$ cat config.mk
export PLATFORM = sky130hd
export DESIGN_NAME = bin_to_bcd_seq
export DESIGN_NICKNAME = d
export VERILOG_FILES = /design/src/rtl/bin_to_bcd_seq_pkg.sv /design/src/rtl/bin_to_bcd_seq_digit_adj.sv /design/src/rtl/bin_to_bcd_seq.sv
export SDC_FILE = /design/constraint.sdc
export NUM_CORES = 1
export LEC_CHECK = 0
export ABC_AREA = 1
export CELL_PAD_IN_SITES_DETAIL_PLACEMENT = 1
export CELL_PAD_IN_SITES_GLOBAL_PLACEMENT = 1
export CORE_ASPECT_RATIO = 0.75
export CORE_MARGIN = 2
export CORE_UTILIZATION = 37
export CTS_CLUSTER_DIAMETER = 100
export DETAILED_ROUTE_END_ITERATION = 10
export MAX_ROUTING_LAYER = met4
export PLACE_DENSITY_LB_ADDON = 0.1
export SLEW_MARGIN = 20
export SYNTH_ARGS = -nofsm -noshare
export SYNTH_HDL_FRONTEND = slang
export SYNTH_SLANG_ARGS = --single-unit
$ cat constraint.sdc
create_clock -name clk -period 1.3 [get_ports clk]
set_input_delay 0.13 -clock clk [delete_from_list [all_inputs] [get_ports clk]]
set_output_delay 0.13 -clock clk [all_outputs]
set_load 0.05 [all_outputs]
$ cat src/rtl/bin_to_bcd_seq_pkg.sv
// rtl/bin_to_bcd_seq_pkg.sv - shared state encodings and sizing helpers for bin_to_bcd_seq
package bin_to_bcd_seq_pkg;

  typedef enum logic [1:0] {
    ST_IDLE   = 2'd0,
    ST_SHIFT  = 2'd1,
    ST_FINISH = 2'd2
  } state_t;

  localparam logic [3:0] OVF_DIGIT = 4'hE;

  // Decimal digits needed to hold any in_w-bit unsigned magnitude.
  function automatic int calc_ndig(input int in_w);
    return in_w / 3 + 1;
  endfunction

endpackage

$ cat src/rtl/bin_to_bcd_seq_digit_adj.sv
// rtl/bin_to_bcd_seq_digit_adj.sv - double-dabble digit correction (add 3 when digit >= 5)
module bcd_digit_adj (
  input  logic [3:0] i_d,
  output logic [3:0] o_d
);

  assign o_d = (i_d >= 4'd5) ? (i_d + 4'd3) : i_d;

endmodule

$ cat src/rtl/bin_to_bcd_seq.sv
// rtl/bin_to_bcd_seq.sv - sequential 32-bit binary to packed BCD converter, one shift per clock
module bin_to_bcd_seq
  import bin_to_bcd_seq_pkg::*;
#(
  parameter int IN_W    = 32,
  parameter int OUT_DIG = 8
) (
  input  logic                 clk,
  input  logic                 rst,
  input  logic                 start,
  input  logic [IN_W-1:0]      value,
  input  logic                 is_signed,
  output logic                 busy,
  output logic                 valid,
  output logic [4*OUT_DIG-1:0] bcd,
  output logic                 neg,
  output logic                 ovf
);

  localparam int NDIG = calc_ndig(IN_W);
  localparam int CW   = $clog2(IN_W + 1);

  state_t              r_state;
  state_t              w_next;
  logic [IN_W-1:0]     r_mag;
  logic [4*NDIG-1:0]   r_acc;
  logic [CW-1:0]       r_cnt;
  logic                r_neg_int;
  logic                r_valid;
  logic [4*OUT_DIG-1:0] r_bcd;
  logic                r_neg;
  logic                r_ovf;

  logic                w_in_neg;
  logic [IN_W-1:0]     w_mag;
  logic [4*NDIG-1:0]   w_adj;
  logic                w_ovf;
  logic                w_last;

  assign w_in_neg = is_signed & value[IN_W-1];
  // Two's-complement negate keeps the most negative input exact as an unsigned magnitude.
  assign w_mag    = w_in_neg ? (~value + IN_W'(1)) : value;
  assign w_ovf    = |r_acc[4*NDIG-1:4*OUT_DIG];
  assign w_last   = (r_cnt == CW'(IN_W - 1));

  for (genvar g = 0; g < NDIG; g++) begin : g_adj
    bcd_digit_adj u_adj (
      .i_d (r_acc[4*g +: 4]),
      .o_d (w_adj[4*g +: 4])
    );
  end

  always_ff @(posedge clk) begin
    if (rst) r_state <= ST_IDLE;
    else     r_state <= w_next;
  end

  always_comb begin
    w_next = r_state;
    case (r_state)
      ST_IDLE:   if (start) w_next = ST_SHIFT;
      ST_SHIFT:  if (w_last) w_next = ST_FINISH;
      ST_FINISH: w_next = ST_IDLE;
      default:   w_next = ST_IDLE;
    endcase
  end

  always_comb begin
    busy = (r_state != ST_IDLE);
  end

  always_ff @(posedge clk) begin
    if (rst) begin
      r_mag     <= '0;
      r_acc     <= '0;
      r_cnt     <= '0;
      r_neg_int <= 1'b0;
      r_valid   <= 1'b0;
      r_bcd     <= '0;
      r_neg     <= 1'b0;
      r_ovf     <= 1'b0;
    end else begin
      r_valid <= 1'b0;
      case (r_state)
        ST_IDLE: begin
          if (start) begin
            r_mag     <= w_mag;
            r_neg_int <= w_in_neg;
            r_acc     <= '0;
            r_cnt     <= '0;
          end
        end
        ST_SHIFT: begin
          r_acc <= {w_adj[4*NDIG-2:0], r_mag[IN_W-1]};
          r_mag <= {r_mag[IN_W-2:0], 1'b0};
          r_cnt <= r_cnt + CW'(1);
        end
        ST_FINISH: begin
          r_ovf   <= w_ovf;
          r_bcd   <= w_ovf ? {OUT_DIG{OVF_DIGIT}} : r_acc[4*OUT_DIG-1:0];
          r_neg   <= r_neg_int;
          r_valid <= 1'b1;
        end
        default: ;
      endcase
    end
  end

  assign valid = r_valid;
  assign bcd   = r_bcd;
  assign neg   = r_neg;
  assign ovf   = r_ovf;

endmodule

Yosys cells after proc, flatten, opt, wreduce, memory -nomap -nowiden --
Index checks and enable logic that the tools add are counted.
Storage, ports and cells: register bits 120, bits of input ports 36, word-level logic and storage cells 70
Operators by class: magnitude comparators 11, bitwise logic cells 2, add/sub/neg operators 13, reductions and logical operators 7, mux-type cells 23, equality and inequality tests 5
Operators with widths (count):
- 32-bit 2-to-1 mux | 3
- 44-bit one-hot mux with 2 select lines | 1
- 32-bit one-hot mux with 2 select lines | 1
- 4-bit by 3-bit greater-or-equal comparator with 1-bit output, second input constant | 11
- 44-bit 2-to-1 mux | 1
- 4-bit by 2-bit adder with 4-bit output, second input constant | 10
- 4-bit 2-to-1 mux | 10
- 32-bit by 1-bit adder with 32-bit output, second input constant | 1
- 32-bit inverter | 1
- 6-bit one-hot mux with 2 select lines | 1
- 12-bit OR reduction | 1
- 6-bit by 1-bit adder with 6-bit output, second input constant | 1
- 6-bit by 5-bit equality test with 1-bit output, second input constant | 1
- 6-bit 2-to-1 mux | 1
- 2-bit AND reduction | 3
- 2-bit 2-to-1 mux | 2
- 2-bit inequality test, second input constant | 2
- 2-bit one-hot mux with 2 select lines | 1
- 2-bit nonzero test | 2
- 3-bit by 2-bit adder with 3-bit output, second input constant | 1
- 3-bit 2-to-1 mux | 1
- 2-bit by 1-bit equality test with 1-bit output, second input constant | 1
- 2-bit equality test, second input constant | 1
- 2-bit logical NOT | 1
- 2 further kinds | 2

Logic depth before layout (Yosys ltp) --
word-level depth 5, depth in mapped cells 11

By module --
A second synthesis with hierarchy kept.
Unflattened totals: cells, all modules 982, area, all modules 6916.6 µm²
By module, submodules not included:
- bin_to_bcd_seq | area each 5430.2 µm², cells each 729, instances 1
- bcd_digit_adj | area each 135.1 µm², cells each 23, instances 11

Least setup slack after synthesis --
OpenSTA, ideal clock, no wires.
path type register to register, start reg r_acc[32], end reg r_acc[36], slack -26 ps, data arrival time 1262 ps, path buffers 0, cell stages (with the launch flop) 8, library setup time 64 ps, clock period less this slack 1326 ps, cell sequence dfxtp_1 > inv_1 > ha_1 > a31oi_1 > inv_1 > nor3_1 > a21oi_1 > nor2_1
Between the ends: word-level cells in the longest chain between the ends 3, elaborated cells on any way between the ends 4
RTL lines:
- from (decl) | line bin_to_bcd_seq.sv:26 | logic [4*NDIG-1:0] r_acc;
- from (signal assigned) | line bin_to_bcd_seq.sv:94 | r_acc <= {w_adj[4*NDIG-2:0], r_mag[IN_W-1]};
- 4-bit by 2-bit adder with 4-bit output / 4-bit by 3-bit greater-or-equal comparator with 1-bit output (equally long branches) | line bin_to_bcd_seq_digit_adj.sv:7 | assign o_d = (i_d >= 4'd5) ? (i_d + 4'd3) : i_d;
- 4-bit 2-to-1 mux * | line bin_to_bcd_seq_digit_adj.sv:7
- 44-bit one-hot mux with 2 select lines * | line bin_to_bcd_seq.sv:84 | case (r_state)
Mark *: on every way between the ends. The rest lies on a longest branch, timed or not. A chain may end at the register's enable or synchronous reset.

Final worst setup path --
start reg r_state[1], end reg r_bcd[29] (netlist: bcd[29])
Between the ends: word-level cells in the longest chain between the ends 1
RTL lines:
- from (decl) | line bin_to_bcd_seq.sv:23 | state_t r_state;
- from (signal assigned) | line bin_to_bcd_seq.sv:55 | else r_state <= w_next;
- 2-bit equality test | line bin_to_bcd_seq.sv:84
- to (signal assigned) | line bin_to_bcd_seq.sv:100 | r_bcd <= w_ovf ? {OUT_DIG{OVF_DIGIT}} : r_acc[4*OUT_DIG-1:0];
- to (decl) | line bin_to_bcd_seq.sv:30 | logic [4*OUT_DIG-1:0] r_bcd;
Every way passes these cells.

==> summary.md <==
| Metric | Value |
|---|---|
| Status | finished, violations left |
| Failing checks | negative setup slack |
| Site Rows | 41 |
| Pin count of the biggest net entering global routing | 42 |
| Overflow after GRT | 0 |
| Die Y | 118 um |
| Combinational share of power | 0.209 |
| WHS Path Cells | 5 |
| EDFF count, synth | 0 |
| Cells after Synth | 929 |
| Clock transition at path regs | 0.07 ns |
| Layout Nets | 1262 |
| First-pass GRT wire length | 43.2 mm |
| Final setup margin | -0.290 ns |
| Drt drc | 0 |
| Placed cells | 1333 |
| Flop pwr share | 0.362 |
| Clock sink total | 120 |
| Synthesized Nets | 992 |
| Dpl hpwl | 16.0 mm |
| I/O Buffers | 71 |
| Hold crit path type | in2reg |
| Seq cells post-synth | 120 |
| Share of the synthesized area in the top cell type | 0.372 |
| Post-synth top flop | dfxtp_1 |
| Reg2Reg Depth | 9 |
| Mapped Area | 6450 um2 |
| Register area share after synthesis | 0.372 |
| Synthesized area per cell | 6.95 um2 |
| Synth area leaders | dfxtp_1, nand2_1, a21oi_1 |
| Most frequent cell after synthesis | nand2_1 |
| Clock root buffer | clkbuf_16 |
| Setup CP Type | reg2reg |
| Worst Setup End Kind | register |
| Leak pwr | 4.88 nW |
| Crit Path Max Fanout | 9 |
| Synth unique cells | 40 |
| RSZ-0062 raised after global routing | yes |
| WL per Instance | 28.8 um |
| Post-synth top cells | nand2_1, dfxtp_1, inv_1 |
| Flop2flop setup slack | -0.29 ns |
| Hold path startpoint | value[21] |
| Power per Cell Area | 900 nW/um2 |
| Reg2Reg Capture Point | bcd[29] |
| Initial Utilization | 0.381 |
| # Max-Cap Violations | 0 |
| Clock skew | 0.0189 ns |
| Die Outline Area | 18500 um2 |
| Util after Layout | 0.708 |
| Worst-Margin Slew | 0.591 ns |
| Synth Warn # | 0 |
| Peak supply drop | 0.900 mV |
| Post-layout min period | 1.59 ns |
| Max-slew violations | 0 |
| Switching share of power | 0.321 |
| Layout cell share with drive strength beyond 1 | 0.537 |
| Htree depth | 4 |
| Clk network pwr share | 0.429 |
| Crit path launch type | register |
| Clock buffer depth | 2 |
| Vias in the first global route | 8036 |
| Initial antenna violation count | 1 |
| Die Wd | 156 um |
| Final Hold Viols | 0 |
| Largest area contributor in the netlist | dfxtp_1 |
| Worst hold endpoint | r_mag[21] |
| GR Util All Layers | 0.304 |
| Clock Latency Late Sink | 0.46 ns |
| Hold Slack | 0.138 ns |
| Routed vias/inst | 6.31 |
| Pint | 7.32 mW |
| # setup viols final | 112 |
| DR pass1 iterations | 5 |
| DR vias | 9006 |
| Period utilisation layout | 1.22 |
| # IOs | 72 |
| GP Congestion | 0.827 |
| R2r startpoint | r_state[1] |
| Total wire length | 41.1 mm |
| Core Region | 16900 um2 |
| Slew HR | 0.606 |
| Fmax | 629 MHz |
| Synth async-reset ratio | 0 |
| Worst setup startpoint | r_state[1] |
| P&R area growth vs syn | 85.8% |
| Crit path DAT | 1.90 ns |
| Finished Layout Cells | 1427 |
| Antenna-violating nets left | 0 |
| Req. time, crit path | 1.61 ns |
| Clock buffer count from CTS | 17 |
| Initial DRC Count | 861 |
| Total chip power | 10.8 mW |
| Sw power | 3.47 mW |
| CTS tree | built |
==> layout make-up <==
cell class | instances | area [um2]
Antenna cell | 1 | 2.50
Clock buffer | 23 | 478
Clock inverter | 8 | 48.8
Fill cell | 1852 | 4940
Inverter | 105 | 465
Multi-Input combinational cell | 660 | 4900
Sequential cell | 120 | 2440
Tap cell | 215 | 269
Timing Repair Buffer | 294 | 3370
Timing Repair inverter | 1 | 7.51
==> logic make-up (layout without fill, tap and decap cells) <==
logic type                 count (synthesis)  in the layout  share of synthesized area
AOI/OAI and AO/OA                        243            243                      0.210
DFF                                      120            120                      0.372
adders and majority gates                 27             27                     0.0524
other                                      0              1                          0
buffers and inverters                    149            431                     0.0938
and+or+nand+nor                          378            378                      0.256
xor gates and xnor gates                  12             12                     0.0163
==> sequential cells by signal, summed over array words and instances, names as in the netlist <==
register   flops
r_state        2
bcd           32
r_cnt          6
valid          1
r_neg_int      1
neg            1
r_acc         44
ovf            1
r_mag         32
==> cells in the final DEF, fill, tap and decap left out, types with 22 or more instances in the layout <==
master,instances
nand2_2,37
o21ai_0,38
buf_12,54
a22oi_2,22
nand2_1,135
inv_2,33
dfxtp_2,22
a21oi_1,44
buf_6,33
nor2_1,34
inv_1,52
o21ai_1,29
a21oi_2,52
nand3_1,45
nand2_4,23
buf_4,154
clkbuf_16,24
nor2_2,29
dfxtp_1,94
==> routing by layer <==
layer  GRT usage  routed length [um]
met1       0.387               16000
met2       0.501               19500
met3      0.0491                3350
met4      0.0837                2300
met5           -                   0
==> through the flow <==
step	worst slack [ns]	instance area (um2)	TNS, ns
final	-0.290	12000	-15.04
after detailed placement	-0.531	8920	-29.56
after global routing	-0.348	12000	-19.10
after floorplan	0.00186	6460	0
after global placement	-0.465	8920	-26.02
after CTS	-0.0982	10300	-2.46
==> critical path, cell delays in order (launching register included) <==
cell,delay (ns)
dfxtp_2,0.35
inv_4,0.06
buf_6,0.12
nor2_4,0.13
buf_6,0.13
buf_12,0.15
buf_12,0.14
nand2_1,0.07
o21ai_0,0.15
a21oi_1,0.14
==> worst max-delay path by stage <==
stage / endpoint / cells past startpoint / slack, ns
floorplan: r_acc[36] / 7 / 0.002
global placement: r_mag[23] / 8 / -0.46
detailed placement: r_mag[18] / 10 / -0.53
CTS: bcd[0] / 9 / -0.1
global route: bcd[29] / 9 / -0.35
finish: bcd[29] / 9 / -0.29
==> what timing repair did <==
| item | 4_1_cts | 5_1_grt |
|---|---|---|
| endpoints found under the setup margin | 116 | 115 |
| gates resized for setup | 190 | 382 |
| pin swaps | 55 | 117 |
| cloned | 6 | 9 |
| hold buffers | 1 | 0 |
| setup buffers | 22 | 26 |
| endpoints found under the hold margin | 1 | 0 |
==> power by group through the flow <==
| stage | clock [mW] | combinational, mW | sequential (mW) |
|---|---|---|---|
| 3_5_place_dp | 0 | 1.32 | 3.93 |
| 4_1_cts | 4.32 | 1.65 | 3.87 |
| 6_report | 4.63 | 2.26 | 3.91 |
| 3_3_place_gp | 0 | 1.30 | 3.92 |
| 5_1_grt | 4.71 | 2.31 | 3.90 |
| 2_1_floorplan | 0 | 0.651 | 3.91 |
Power figures use the tool's default switching activity.
